[config.mk]
export PLATFORM = sky130hd
export DESIGN_NAME = udma_eth_tx_framer
export DESIGN_NICKNAME = d
export VERILOG_FILES = /design/src/rtl/udma_eth_tx_framer.sv
export SDC_FILE = /design/constraint.sdc
export NUM_CORES = 1
export LEC_CHECK = 0
export ABC_AREA = 1
export BUFFER_PORTS_ARGS = -buffer_cell sky130_fd_sc_hd__buf_2
export CORE_ASPECT_RATIO = 1.1
export CORE_MARGIN = 5
export CORE_UTILIZATION = 30
export DETAILED_ROUTE_END_ITERATION = 16
export PLACE_DENSITY_LB_ADDON = 0.15
export SYNTH_ARGS = -nofsm -noshare
export SYNTH_HDL_FRONTEND = slang
export SYNTH_SLANG_ARGS = --single-unit
[constraint.sdc]
create_clock -name clk_int -period 2.3 [get_ports clk_int]
set_input_delay 0.46 -clock clk_int [delete_from_list [all_inputs] [get_ports clk_int]]
set_output_delay 0.46 -clock clk_int [all_outputs]
set_load 0.1 [all_outputs]
[src/rtl/udma_eth_tx_framer.sv]
// udma_eth_tx_framer
//   Turns 32-bit uDMA TX words into the AXI-Stream byte stream consumed by the
//   MAC transmit path. Words are serialised little-endian (byte 0 = [7:0]).
//   The frame length in bytes is programmed with each start. tlast marks the
//   final byte. An aborted frame ends with a single 0x00 beat that carries
//   tlast and tuser.
//
// Ports
//   clk_int, rst_int      : MAC clock (125 MHz) and asynchronous active-high reset
//   cfg_frame_len_i       : frame length in bytes, sampled with cfg_start_i
//   cfg_start_i           : start pulse (honoured only when idle)
//   cfg_abort_i           : abort pulse (honoured only while a frame is running)
//   data_tx_*             : uDMA word stream (valid/ready)
//   tx_axis_*             : byte stream to the MAC
//   busy_o                : a frame is in progress
//   done_o / aborted_o    : frame-end pulse, with aborted_o when it was aborted
//   err_len_o             : pulse when a start is rejected for a bad length
//   byte_cnt_o            : data bytes handshaken in the current or last frame
module udma_eth_tx_framer #(
   parameter int LEN_WIDTH = 16,
   parameter int MAX_LEN   = 1522
) (
   input  logic                 clk_int,
   input  logic                 rst_int,
   input  logic [LEN_WIDTH-1:0] cfg_frame_len_i,
   input  logic                 cfg_start_i,
   input  logic                 cfg_abort_i,
   input  logic [31:0]          data_tx_i,
   input  logic                 data_tx_valid_i,
   output logic                 data_tx_ready_o,
   output logic [7:0]           tx_axis_tdata,
   output logic                 tx_axis_tvalid,
   input  logic                 tx_axis_tready,
   output logic                 tx_axis_tlast,
   output logic                 tx_axis_tuser,
   output logic                 busy_o,
   output logic                 done_o,
   output logic                 aborted_o,
   output logic                 err_len_o,
   output logic [LEN_WIDTH-1:0] byte_cnt_o
);

   localparam logic [LEN_WIDTH-1:0] MAX_LEN_W = LEN_WIDTH'(MAX_LEN);
   localparam logic [LEN_WIDTH-1:0] ONE_W     = LEN_WIDTH'(1);

   typedef enum logic [1:0] {IDLE, LOAD, SEND, ABORT} state_t;

   state_t               state_reg, state_next;
   logic [LEN_WIDTH-1:0] rem_reg;
   logic [LEN_WIDTH-1:0] byte_cnt_reg;
   logic [1:0]           idx_reg;
   logic [31:0]          word_reg;
   logic                 abort_pend_reg;
   logic                 done_reg;
   logic                 aborted_reg;
   logic                 err_len_reg;

   logic abort_any;
   logic last_beat;
   logic len_ok;
   logic word_hs;

   // An abort seen this cycle acts immediately; one seen during a stalled
   // beat is held in abort_pend_reg until that beat is accepted.
   assign abort_any = cfg_abort_i | abort_pend_reg;
   assign last_beat = (rem_reg == ONE_W);
   assign len_ok    = (cfg_frame_len_i != '0) && (cfg_frame_len_i <= MAX_LEN_W);
   assign word_hs   = data_tx_valid_i & data_tx_ready_o;

   always_comb begin
      state_next      = state_reg;
      data_tx_ready_o = 1'b0;
      tx_axis_tvalid  = 1'b0;
      tx_axis_tdata   = 8'h00;
      tx_axis_tlast   = 1'b0;
      tx_axis_tuser   = 1'b0;
      case (state_reg)
         IDLE: begin
            if (cfg_start_i && len_ok) state_next = LOAD;
         end
         LOAD: begin
            // Do not swallow a word that would never be sent.
            data_tx_ready_o = ~abort_any;
            if (abort_any)            state_next = ABORT;
            else if (data_tx_valid_i) state_next = SEND;
         end
         SEND: begin
            tx_axis_tvalid = 1'b1;
            tx_axis_tdata  = word_reg[{idx_reg, 3'b000} +: 8];
            tx_axis_tlast  = last_beat;
            if (tx_axis_tready) begin
               if (last_beat) begin
                  state_next = IDLE;
               end else if (abort_any) begin
                  state_next = ABORT;
               end else if (idx_reg == 2'd3) begin
                  // Prefetch the next word in the same cycle so the byte
                  // stream continues without a bubble.
                  data_tx_ready_o = 1'b1;
                  if (!data_tx_valid_i) state_next = LOAD;
               end
            end
         end
         ABORT: begin
            tx_axis_tvalid = 1'b1;
            tx_axis_tlast  = 1'b1;
            tx_axis_tuser  = 1'b1;
            if (tx_axis_tready) state_next = IDLE;
         end
         default: state_next = IDLE;
      endcase
   end

   always_ff @(posedge clk_int or posedge rst_int) begin
      if (rst_int) begin
         state_reg      <= IDLE;
         rem_reg        <= '0;
         byte_cnt_reg   <= '0;
         idx_reg        <= 2'd0;
         word_reg       <= 32'h0;
         abort_pend_reg <= 1'b0;
         done_reg       <= 1'b0;
         aborted_reg    <= 1'b0;
         err_len_reg    <= 1'b0;
      end else begin
         state_reg   <= state_next;
         done_reg    <= 1'b0;
         aborted_reg <= 1'b0;
         err_len_reg <= 1'b0;
         case (state_reg)
            IDLE: begin
               abort_pend_reg <= 1'b0;
               if (cfg_start_i) begin
                  if (len_ok) begin
                     rem_reg      <= cfg_frame_len_i;
                     byte_cnt_reg <= '0;
                     idx_reg      <= 2'd0;
                  end else begin
                     err_len_reg <= 1'b1;
                  end
               end
            end
            LOAD: begin
               if (word_hs) begin
                  word_reg <= data_tx_i;
                  idx_reg  <= 2'd0;
               end
            end
            SEND: begin
               if (cfg_abort_i) abort_pend_reg <= 1'b1;
               if (tx_axis_tready) begin
                  rem_reg      <= rem_reg - ONE_W;
                  byte_cnt_reg <= byte_cnt_reg + ONE_W;
                  // Wraps to 0 after byte 3, which is where the next word starts.
                  idx_reg      <= idx_reg + 2'd1;
                  if (last_beat) begin
                     done_reg       <= 1'b1;
                     abort_pend_reg <= 1'b0;   // frame finished normally
                  end else if (abort_any) begin
                     abort_pend_reg <= 1'b0;
                  end else if (word_hs) begin
                     word_reg <= data_tx_i;
                  end
               end
            end
            ABORT: begin
               abort_pend_reg <= 1'b0;
               if (tx_axis_tready) begin
                  done_reg    <= 1'b1;
                  aborted_reg <= 1'b1;
               end
            end
            default: abort_pend_reg <= 1'b0;
         endcase
      end
   end

   assign busy_o     = (state_reg != IDLE);
   assign done_o     = done_reg;
   assign aborted_o  = aborted_reg;
   assign err_len_o  = err_len_reg;
   assign byte_cnt_o = byte_cnt_reg;

endmodule

# Yosys cells after proc, flatten, opt, wreduce, memory -nomap -nowiden
# Index checks and enable logic that the tools add are counted.
word_totals:
  word_cells: 98
  output_inout_bits: 32
  reg_bits: 72
classes:
  addsub: 3
  n_eq_ne: 16
  mux: 50
  reduce_logical: 15
  shifts: 1
  bitwise: 3
  order_cmp: 1
ops:
  columns: ["operator", "count"]
  rows:
  - ["32-bit two-way mux", 4]
  - ["16-bit two-way mux", 6]
  - ["16-bit case mux with 2 select lines", 2]
  - ["32-bit case mux with 2 select lines", 1]
  - ["32-bit by 6-bit variable part select with 8-bit output", 1]
  - ["2-bit two-way mux", 13]
  - ["1-bit two-way mux", 17]
  - ["16-bit by 1-bit adder with 16-bit output (second input constant)", 1]
  - ["16-bit by 1-bit equality test with 1-bit output (second input constant)", 1]
  - ["16-bit by 11-bit less-or-equal comparator with 1-bit output (second input constant)", 1]
  - ["2-bit inequality test (second input constant)", 8]
  - ["16-bit nonzero test", 1]
  - ["16-bit by 1-bit subtractor with 16-bit output (second input constant)", 1]
  - ["8-bit two-way mux", 1]
  - ["4-bit inequality test (second input constant)", 2]
  - ["1-bit case mux with 2 select lines", 4]
  - ["2-bit case mux with 4 select lines", 1]
  - ["4-bit AND reduction", 2]
  - ["2-bit nonzero test", 4]
  - ["2-bit equality test (second input constant)", 3]
  - ["2-bit case mux with 3 select lines", 1]
  - ["6-bit AND reduction", 1]
  - ["5-bit AND reduction", 1]
  - ["2-bit OR reduction", 2]
  - ["9 further kinds", 10]

# Longest topological paths before layout
# Gate-level depths: netlist (run 1).
logic_depth:
  depth_word: 12
  mapped_depth: 14
  mapped_depth_nobuf: 14

# Worst setup path after synthesis (run 1)
# Ideal clock, no wire load.
synth_path:
  path_type: "register -> output"
  from: "register state_reg[0]"
  to: "output port tx_axis_tdata[0]"
  path_slack_ns: -0.753
  t_required_ns: 1.840
  t_arrival_ns: 2.593
  path_stages_with_launch: 7
  n_path_buf: 2
  cell_sequence: "dfrtp_1 > inv_1 > ha_1 > buf_4 > clkinv_2 > clkbuf_1 > a21oi_1"
synth_via:
  elab_chain_cells: 2
synth_lines:
  columns: ["element", "line_no", "source"]
  rows:
  - ["start, declared", "48", "state_t state_reg, state_next;"]
  - ["start signal, assigned", "126", "state_reg <= state_next;"]
  - ["2-bit equality test", "77", "case (state_reg)"]
  - ["8-bit two-way mux", "77", null]
  - ["end, declared", "31", "output logic [7:0] tx_axis_tdata,"]
# Every way passes these cells.

# Final worst setup path (run 1)
layout_path:
  from: "register state_reg[0]"
  to: "output port tx_axis_tlast"
layout_via:
  elab_chain_cells: 2
layout_lines:
  columns: ["element", "line_no", "source"]
  rows:
  - ["2-bit equality test", "77", null]
  - ["1-bit case mux with 2 select lines (*)", "77", null]
  - ["end, declared", "34", "output logic tx_axis_tlast,"]
# Mark *: on every way between the ends. The rest lies on a longest branch, timed or not.

==> results.md, run 1 <==
* Crit path to: tx_axis_tlast
* Netlist cell types at 35
* Worst Path Arrival at 1750 ps
* Clock Pin Slew Worst Setup and Hold Paths at about 60 ps
* Layout Nets at ~770
* Clk buf depth at 2
* Mapped Avg Cell Area at between 7 and 8 um^2
* Flop-to-flop setup slack at between 300 and 400 ps
* Fin crit share at 0.962
* First-pass GRT wire length at about 20000 um
* Count leader, synth: nand2_1
* Core Box Area at 0.0150 mm^2
* DRT antenna net count at 0
* R2r endpoint: word_reg[25]$_DFFE_PP0P_
* CP Launch Type: flip-flop
* Syn nets at ~680
* Slowest CP cell: dfrtp_2
* Area Growth Syn to Fin at 27.4%
* Global Route Usage Sum at 0.141
* #FFs+latches synth at 72
* Max reg flops at 32
* Worst Setup End Kind: primary output
* Rel. slew slack at 0.669
* Fin. max-slew vios at 0
* Die W at ~130 um
* Maximum Capacitance Violations at 0
* Number of flops mapped to enable cells by yosys at 0
* Fin Hold WS at ~230 ps
* Synth top area share at 0.395
* Pwr per Cell Area at ~1200 mW/mm^2
* Unrepaired setup endpoints after global routing: false
* Post-synth ARST share at 1.00
* Biggest area consumer among synthesized cells: dfrtp_1
* Filler instances at ~1600
* Pin count of the biggest net entering global routing at 38
* Outcome: finished, final reports clean
* Port buffer count at 85
* Fmax at roughly 450 MHz
* Largest cells by area after synthesis: dfrtp_1, nand2_1, nor2_1, inv_1, o21ai_2
* Critical Path Max Stage Delay at 460 ps
* Vias at approximately 4100
* Actual slew at the worst max-slew pin at approximately 500 ps
* Non-Filler Cell Area, Final at ~0.0058 mm^2
* DP HPWL at 9270 um
* I/O pin total at 86
* Fin crit period at 2210 ps
* Rows at between 40 and 50
* Final core occ at 0.387
* Initial antenna violation count at 0
* Static Leak at between 2 and 3 nW
* CP required at approximately 1800 ps
* Post-CTS Hold Fix Bufs at 0
* Iteration-0 DRC Markers at roughly 160
* Die H at ~140 um
* Critical path class: flip-flop to primary output
* Cell Chain, Critical Path: inv_4 -> ha_4 -> buf_6 -> nand3_1 -> nand2_2 -> buf_12
* Final setup vio count at 0
* Max H-tree Level at 3
* CTS Sinks at between 70 and 80
* Antenna cells at 0
* Drt pass-1 iters at 5
* RR Startpoint: state_reg[0]$_DFFE_PP0P_
* Syn. warnings at 0
* CTS tree: built
* Crit Path Max Fanout at 11
* Post-route DRC at 0
* Most common library cells after synthesis: nand2_1, nor2_1, inv_1
* Root Buffer Master: clkbuf_16
* CTS buffer count at 9
* Sequential area share after synthesis at 0.395
* Share of layout cells above drive strength 1 at 0.305
* GRT Residual Overflow at 0
* Initial Util at 0.304
* Mapped Cells at around 620
* WP depth at 6
* Critical Path Start: state_reg[0]$_DFFE_PP0P_
* Vias in the first global route at 4099
* Die Footprint at approximately 0.018 mm^2
* Final wirelength at 12100 um
* Placed Area at about 0.0054 mm^2
* Ys flop type: dfrtp_1
* DR vias/cell at roughly 4.5
* Final Skew at ~7 ps
* FF-to-FF path depth at 11
* Crit path buf inv count at 3
* CP delay by family, top: flip-flops
* Post-synth design cell area at around 0.0046 mm^2
* WL/cell at about 13 um
* Final hold violation count at 0
* Max IR drop VDD at 0.000590 V
* RePlAce Congestion at between 0.8 and 0.9
* Clk_lat worst skew at 340 ps
* Worst Hold Class: input port to async pin
cells in the final DEF, fill, tap and decap left out, types with 2 or more instances in the layout:
| cell type | count |
|---|---|
| buf_2 | 73 |
| o21ai_2 | 33 |
| buf_4 | 14 |
| ha_1 | 7 |
| bufinv_16 | 2 |
| a21oi_1 | 16 |
| buf_12 | 13 |
| clkbuf_16 | 9 |
| nand2_2 | 32 |
| inv_1 | 81 |
| a21oi_4 | 4 |
| nor2_4 | 4 |
| nor2_2 | 4 |
| clkinvlp_4 | 3 |
| nand2_4 | 2 |
| inv_2 | 4 |
| xor2_1 | 12 |
| a21oi_2 | 5 |
| dfrtp_2 | 2 |
| nor2_1 | 85 |
| dfrtp_1 | 70 |
| nor3_1 | 7 |
| nand4_1 | 4 |
| o21ai_0 | 44 |
| nand3_1 | 36 |
| nand2_1 | 125 |
| o21ai_1 | 2 |
how the worst min path moves through the flow:
stage                                         from                        to  slack (ps)  cells past startpoint
after floorplan           word_reg[24]$_DFFE_PP0P_  word_reg[24]$_DFFE_PP0P_         450                      2
after global placement     word_reg[8]$_DFFE_PP0P_   word_reg[8]$_DFFE_PP0P_         470                      2
after detailed placement  word_reg[26]$_DFFE_PP0P_  word_reg[26]$_DFFE_PP0P_         460                      2
after CTS                                  rst_int    rem_reg[7]$_DFFE_PP0P_         250                      3
after global routing                       rst_int  word_reg[16]$_DFFE_PP0P_         280                      3
final                                      rst_int    rem_reg[9]$_DFFE_PP0P_         230                      3
timing repair:
item	CTS	global route
buffers inserted	0	1
setup endpoints to repair	8	10
gates resized for setup	5	5
pin swaps	0	1
where the power goes:
part	internal [W]	total (W)	switching (W)	leakage (nW)
sequential	0.00169	0.00205	0.000362	0.937
combinational	0.00120	0.00368	0.00248	1.77
clock	0.000949	0.00152	0.000572	0.148
cells by family after synthesis:
group,count (synthesis),share of synthesized area
compound gates,108,0.152
xor+xnor,13,0.0250
fa+ha+maj,9,0.0247
buf+inv,109,0.105
flops,72,0.395
simple gates,304,0.298
area by class of cell:
type | count | area (um^2) | share of cell area
Clock buffer | 9 | 225 | 0.0388
Clock inverter | 7 | 96.3 | 0.0166
Inverter | 87 | 337 | 0.0579
Multi-Input combinational cell | 434 | 2350 | 0.405
Sequential cell | 72 | 1800 | 0.311
Tap cell | 196 | 245 | 0.0422
Timing Repair Buffer | 102 | 749 | 0.129
worst reg2reg max path, stage by stage (launching register included):
cell and delay (ps):
dfrtp_2 440, inv_4 70, ha_4 200, inv_8 180, nor2_1 100, nor2_1 150
o21ai_2 80, inv_2 70, nand3_4 200, buf_4 270, nand2_1 80, o21ai_2 50
per-stage QoR:
stage          std cells  worst slack (ps)  total power (W)  TNS [ps]
4_1_cts              906              10.3          0.00731         0
3_3_place_gp         891               133          0.00569         0
3_5_place_dp         891               151          0.00572         0
6_report             907              87.0          0.00725         0
2_1_floorplan        615              -184          0.00478     -1590
5_1_grt              907              1.70          0.00778         0
routing by layer:
metal	share of wire	track usage	vias up	routed length [um]
met2	0.51	0.245	77	6140
li1	-	-	2110	-
met4	0.011	0.0407	0	137
met3	0.042	0.0264	10	509
met1	0.44	0.179	1879	5330
met5	0	0	-	0
No activity file was read; power rests on OpenSTA's default activity.
==> inputs of run 2 (changes only) <==
--- a/config.mk
+++ b/config.mk
@@ -7,11 +7,10 @@
 export LEC_CHECK = 0
 export ABC_AREA = 1
 export BUFFER_PORTS_ARGS = -buffer_cell sky130_fd_sc_hd__buf_2
-export CORE_ASPECT_RATIO = 1.1
+export CORE_ASPECT_RATIO = 0.75
 export CORE_MARGIN = 5
 export CORE_UTILIZATION = 30
 export DETAILED_ROUTE_END_ITERATION = 16
-export PLACE_DENSITY_LB_ADDON = 0.15
 export SYNTH_ARGS = -nofsm -noshare
 export SYNTH_HDL_FRONTEND = slang
 export SYNTH_SLANG_ARGS = --single-unit
==> constraint.sdc (replaced) <==
create_clock -name clk_int -period 2.5 [get_ports clk_int]
set_input_delay 0.5 -clock clk_int [delete_from_list [all_inputs] [get_ports clk_int]]
set_output_delay 0.5 -clock clk_int [all_outputs]
set_load 0.1 [all_outputs]
==> run 2 against run 1 <==
Final area decreased by 1.8%; first-iteration DRC count increased by 29%; combinational power decreased by 10%; global-route usage decreased by 0.65 points; worst setup slack improved by 15 ps; clock-buffer cell count unchanged; clock skew increased by 2.8 ps; power decreased by 11%; core utilization decreased by 0.89 points; worst hold slack improved by 19 ps; non-clock buffer count decreased by 3; critical endpoint is now tx_axis_tdata[5]; highest routed layer unchanged.
==> results.md, run 2 (synthesized netlist as in run 1, its figures left out) <==
* Outcome: finished, final reports clean
* Critical path class: flip-flop to primary output
* CP Launch Type: flip-flop
* Unrepaired setup endpoints after global routing: false
* Most frequent cells in the layout: nand2_1, nor2_1, inv_1
* I/O pin total at 86
* Final Skew at 10.0 ps
* Die W at roughly 150 um
* Max reg flops at 32
* GRT Residual Overflow at 0
* Initial Util at 0.302
* Fin crit period at around 2400 ps
* Initial antenna violation count at 0
* Post-route DRC at 0
* Antenna cells at 0
* Setup_tns at 0 ps
* Final hold violation count at 0
* Pin count of the biggest net entering global routing at 73
* Global Route Usage Sum at 0.135
* RePlAce Congestion at between 0.8 and 0.9
* Rows at 39
* Actual slew at the worst max-slew pin at a little over 500 ps
* Post-place setup slack at around 370 ps
* CP required at 2000 ps
* Share of layout cells above drive strength 1 at 0.284
* Clk buf depth at 2
* DR vias/cell at around 4.4
* Crit Path Max Fanout at 9
* Die H at about 120 um
* Die Footprint at between 0.015 and 0.02 mm^2
* Vias at 3999
* Iteration-0 DRC Markers at 202
* Fin Hold WS at 245 ps
* First-pass GRT wire length at approximately 20000 um
* Clock Pin Slew Worst Setup and Hold Paths at around 70 ps
* Fin crit share at 0.959
* Core Box Area at about 0.015 mm^2
* Final core occ at 0.378
* Layout Nets at approximately 770
* Vias in the first global route at 3862
* CTS buffer count at 9
* Worst Setup End Kind: primary output
* Worst Path Arrival at 1900 ps
* Drt pass-1 iters at 5
* Setup WS post-layout at ~100 ps
* Root Buffer Master: clkbuf_16
* DRT antenna net count at 0
* Final wirelength at 11700 um
* Max H-tree Level at 3
* Max IR drop VDD at approximately 0.00046 V
* Rel. slew slack at 0.665
* Commonest non-fill, non-tap cell in the layout: nand2_1
* Pwr per Cell Area at roughly 1100 mW/mm^2
* CTS Sinks at between 70 and 80
* CTS tree: built
* Fin. max-slew vios at 0
* Maximum Capacitance Violations at 0
* Fmax at 417 MHz
* Area Growth Syn to Fin at 25.2%
* Static Leak at about 2.8 nW
* WL/cell at 12.8 um
* Port buffer count at 85
* Clk_lat worst skew at between 300 and 400 ps
* Worst Hold Class: input port to async pin
* DP HPWL at around 8800 um
* Final setup vio count at 0
-- run 2: timing repair --
item | in CTS | in global routing
resized for setup | 0 | 3
buffers inserted | 0 | 0
endpoints found under the hold margin | 0 | 0
hold buffers | 0 | 0
setup endpoints to repair | 0 | 6
-- run 2: critical path, cell delays in order (launching register included) --
cell     delay, ps
dfrtp_1        530
inv_1          210
nor2_1         130
o21ai_0        170
a21oi_1        310
buf_12         220
-- run 2: per-stage QoR --
step                power (W)  instances  instance area (um^2)
floorplan             0.00434        615                  4560
global placement      0.00519        897                  5410
detailed placement    0.00520        897                  5410
CTS                   0.00652        913                  5700
global route          0.00695        913                  5710
finish                0.00647        913                  5710
-- run 2: final cells by class --
class / instances / area (um^2)
well taps: 205 / 256
inverters: 87 / 329
clock buffers: 9 / 225
flip-flops and latches: 72 / 1800
multi-input cells: 434 / 2280
fillers: 1565 / 9370
repair buffers: 99 / 746
clock inverters: 7 / 66.3
-- run 2: power breakdown --
group / total [W] / switching, W / internal [W] / leakage, nW
Sequential: 0.00188 / 0.000326 / 0.00155 / 0.938
Combinational: 0.00331 / 0.00224 / 0.00107 / 1.76
Clock: 0.00128 / 0.000580 / 0.000702 / 0.145
Total: 0.00647 / 0.00315 / 0.00332 / 2.84
-- run 2: per-layer routing --
layer  vias to the layer above  global-route usage  part of all wire
met4                         0              0.0347             0.011
li1                       2110                   -                 -
met2                       120               0.195              0.40
met1                      1758               0.198              0.53
met3                        11              0.0381             0.062
met5                         -                   0                 0
-- run 2: final timing paths --
check,startpoint,end,slack [ps],cells after the start
hold reg to reg,word_reg[24]$_DFFE_PP0P_,word_reg[24]$_DFFE_PP0P_,480,2
min in group clk_int,cfg_start_i,err_len_o$_DFF_PP0_,390,3
hold / removal,rst_int,word_reg[18]$_DFFE_PP0P_,240,3
setup reg to reg,idx_reg[1]$_DFFE_PP0P_,word_reg[26]$_DFFE_PP0P_,380,9
setup / recovery,idx_reg[1]$_DFFE_PP0P_,tx_axis_tdata[5],100,5
max in group asynchronous,rst_int,idx_reg[0]$_DFFE_PP0P_,1930,3
==> inputs of run 3 (changes only) <==
--- a/config.mk
+++ b/config.mk
@@ -9,8 +9,10 @@
 export BUFFER_PORTS_ARGS = -buffer_cell sky130_fd_sc_hd__buf_2
 export CORE_ASPECT_RATIO = 0.75
 export CORE_MARGIN = 5
-export CORE_UTILIZATION = 30
+export CORE_UTILIZATION = 45
 export DETAILED_ROUTE_END_ITERATION = 16
+export PLACE_DENSITY = 0.67
 export SYNTH_ARGS = -nofsm -noshare
 export SYNTH_HDL_FRONTEND = slang
 export SYNTH_SLANG_ARGS = --single-unit
+export TNS_END_PERCENT = 100
==> run 3 against run 2 <==
First-iteration DRC count is 74% higher; sequential power hardly changed; non-clock buffer count is 3 lower; final cell count is 8.3% lower; clock skew is 4.6 ps lower; core utilization is 20 points higher; final area is 1.1% lower; largest cell class unchanged.
==> results.md, run 3 (synthesized netlist as in run 1, its figures left out) <==
* Post-route DRC at 0
* Most frequent cells in the layout: nand2_1, nor2_1, inv_1
* Reg area at 0.00180 mm^2
* Layout Nets at between 700 and 800
* Die H at 97.2 um
* CTS tree: built
* Post-CTS setup-driven buffer insertion count at 0
* Global Route Usage Sum at 0.193
* Crit Path Max Fanout at 5
* Fin crit period at 2380 ps
* Critical path class: flip-flop to primary output
* Rel. slew slack at 0.674
* Post-cts resize count at 0
* Fin cells at around 840
* Clk buf depth at 2
* Cell Chain, Critical Path: inv_1 -> ha_1 -> nand3_1 -> nor2_2 -> nand2_2 -> a21oi_4 -> buf_12
* Critical Path Max Stage Delay at 430 ps
* Commonest non-fill, non-tap cell in the layout: nand2_1
* Final hold violation count at 0
* Max IR drop VDD at between 0.0003 and 0.0004 V
* Actual slew at the worst max-slew pin at ~490 ps
* I/O pin total at 86
* Placed Area at 0.00530 mm^2
* CTS Sinks at just over 70
* GRT Residual Overflow at 0
* Port buffer count at between 80 and 90
* Clk_lat worst skew at 330 ps
* Die Footprint at 0.0123 mm^2
* Cells after DPL at slightly above 800
* Maximum Capacitance Violations at 0
* Final Skew at 5.42 ps
* Static Leak at between 2 and 3 nW
* Vias in the first global route at approximately 4000
* CP delay by family, top: flip-flops
* Final wirelength at about 12000 um
* Max H-tree Level at 3
* Fmax at around 420 MHz
* CP required at roughly 2000 ps
* Post-CTS Hold Fix Bufs at 0
* CP Launch Type: flip-flop
* RePlAce Congestion at slightly below 0.9
* Final core occ at 0.578
* Max reg flops at 32
* Die W at around 130 um
* CTS buffer count at 9
* Unrepaired setup endpoints after global routing: false
* Pwr per Cell Area at around 1200 mW/mm^2
* Core Box Area at 0.00977 mm^2
* Slowest CP cell: dfrtp_1
* Outcome: finished, final reports clean
* Initial antenna violation count at 0
* Vias at roughly 4200
* First-pass GRT wire length at 19700 um
* Drt pass-1 iters at 5
* Setup WS post-layout at roughly 120 ps
* DP HPWL at between 8000 and 9000 um
* Worst Setup End Kind: primary output
* Antenna cells at 0
* Rows at 31
* Area of the multi-input gates at 0.00230 mm^2
* Initial Util at 0.466
* Iteration-0 DRC Markers at roughly 350
* DR vias/cell at about 5
* Post-place setup slack at between 200 and 300 ps
* Non-Filler Cell Area, Final at ~0.0056 mm^2
* Fin. max-slew vios at 0
* Worst Hold Class: input port to async pin
* Pin count of the biggest net entering global routing at 54
* Crit path buf inv count at 2
* WL/cell at 13.8 um
* Root Buffer Master: clkbuf_16
* Clock Pin Slew Worst Setup and Hold Paths at ~60 ps
* Share of layout cells above drive strength 1 at 0.285
* Fin crit share at 0.951
* Worst Path Arrival at 1880 ps
* Area Growth Syn to Fin at 23.9%
* Final setup vio count at 0
* Filler instances at between 900 and 1000
* DRT antenna net count at 0
[run 3: cell types whose count changed in the layout (fill, tap and decap cells not counted)]
cell / delta
a21oi_1: -4
a21oi_2: +4
inv_6: -4
buf_4: -3
bufinv_16: +2
clkinvlp_4: +2
inv_8: -2
clkbuf_8: +1
clkinv_4: +1
dfrtp_1: +1
dfrtp_2: -1
[run 3: worst reg2reg max path: stages (launching register included)]
cell     delay (ps)
dfrtp_1         420
inv_1            90
ha_1            270
inv_4           230
nor2_1          100
nor2_1          140
o21ai_2          70
inv_2            70
nand3_4         260
buf_4           300
nand2_2          70
o21ai_2          50
[run 3: path summary, 6_finish.rpt]
kind	cells past startpoint	start	endpoint	slack, ps
worst max-delay path	7	state_reg[0]$_DFFE_PP0P_	data_tx_ready_o	120
worst min-delay path	2	rst_int	byte_cnt_o[11]$_DFFE_PP0P_	180
worst min register to register	2	word_reg[27]$_DFFE_PP0P_	word_reg[27]$_DFFE_PP0P_	480
worst max register to register	11	state_reg[0]$_DFFE_PP0P_	word_reg[17]$_DFFE_PP0P_	310
max in group asynchronous	3	rst_int	rem_reg[8]$_DFFE_PP0P_	1670
min in group clk_int	3	cfg_start_i	err_len_o$_DFF_PP0_	390
[run 3: final cells by class]
class                           count  share of cell area
Multi-Input combinational cell    434               0.407
Timing Repair Buffer               96               0.128
Clock buffer                       10              0.0423
Sequential cell                    72               0.319
Inverter                           87              0.0583
Tap cell                          132              0.0292
Clock inverter                      6              0.0164
[run 3: power by group]
group          total [W]  internal (W)  switching [W]
Combinational    0.00329       0.00105        0.00224
Clock            0.00142      0.000904       0.000514
Sequential       0.00189       0.00155       0.000337
Total            0.00660       0.00351        0.00309
[run 3: metal layers]
layer / global-route usage / vias to the layer above / routed length (um)
li1: - / 2091 / -
met5: 0 / - / 0
met3: 0.0489 / 10 / 647
met4: 0.0420 / 0 / 108
met1: 0.275 / 1949 / 5570
met2: 0.297 / 125 / 5250
[run 3: metrics by stage]
| step | hold slack [ps] | power, W | TNS [ps] |
|---|---|---|---|
| final | 183 | 0.00660 | 0 |
| after global routing | 222 | 0.00707 | 0 |
| after CTS | 193 | 0.00661 | -6.37 |
| after detailed placement | 474 | 0.00517 | 0 |
| after global placement | 463 | 0.00508 | 0 |
| after floorplan | 450 | 0.00434 | -5220 |
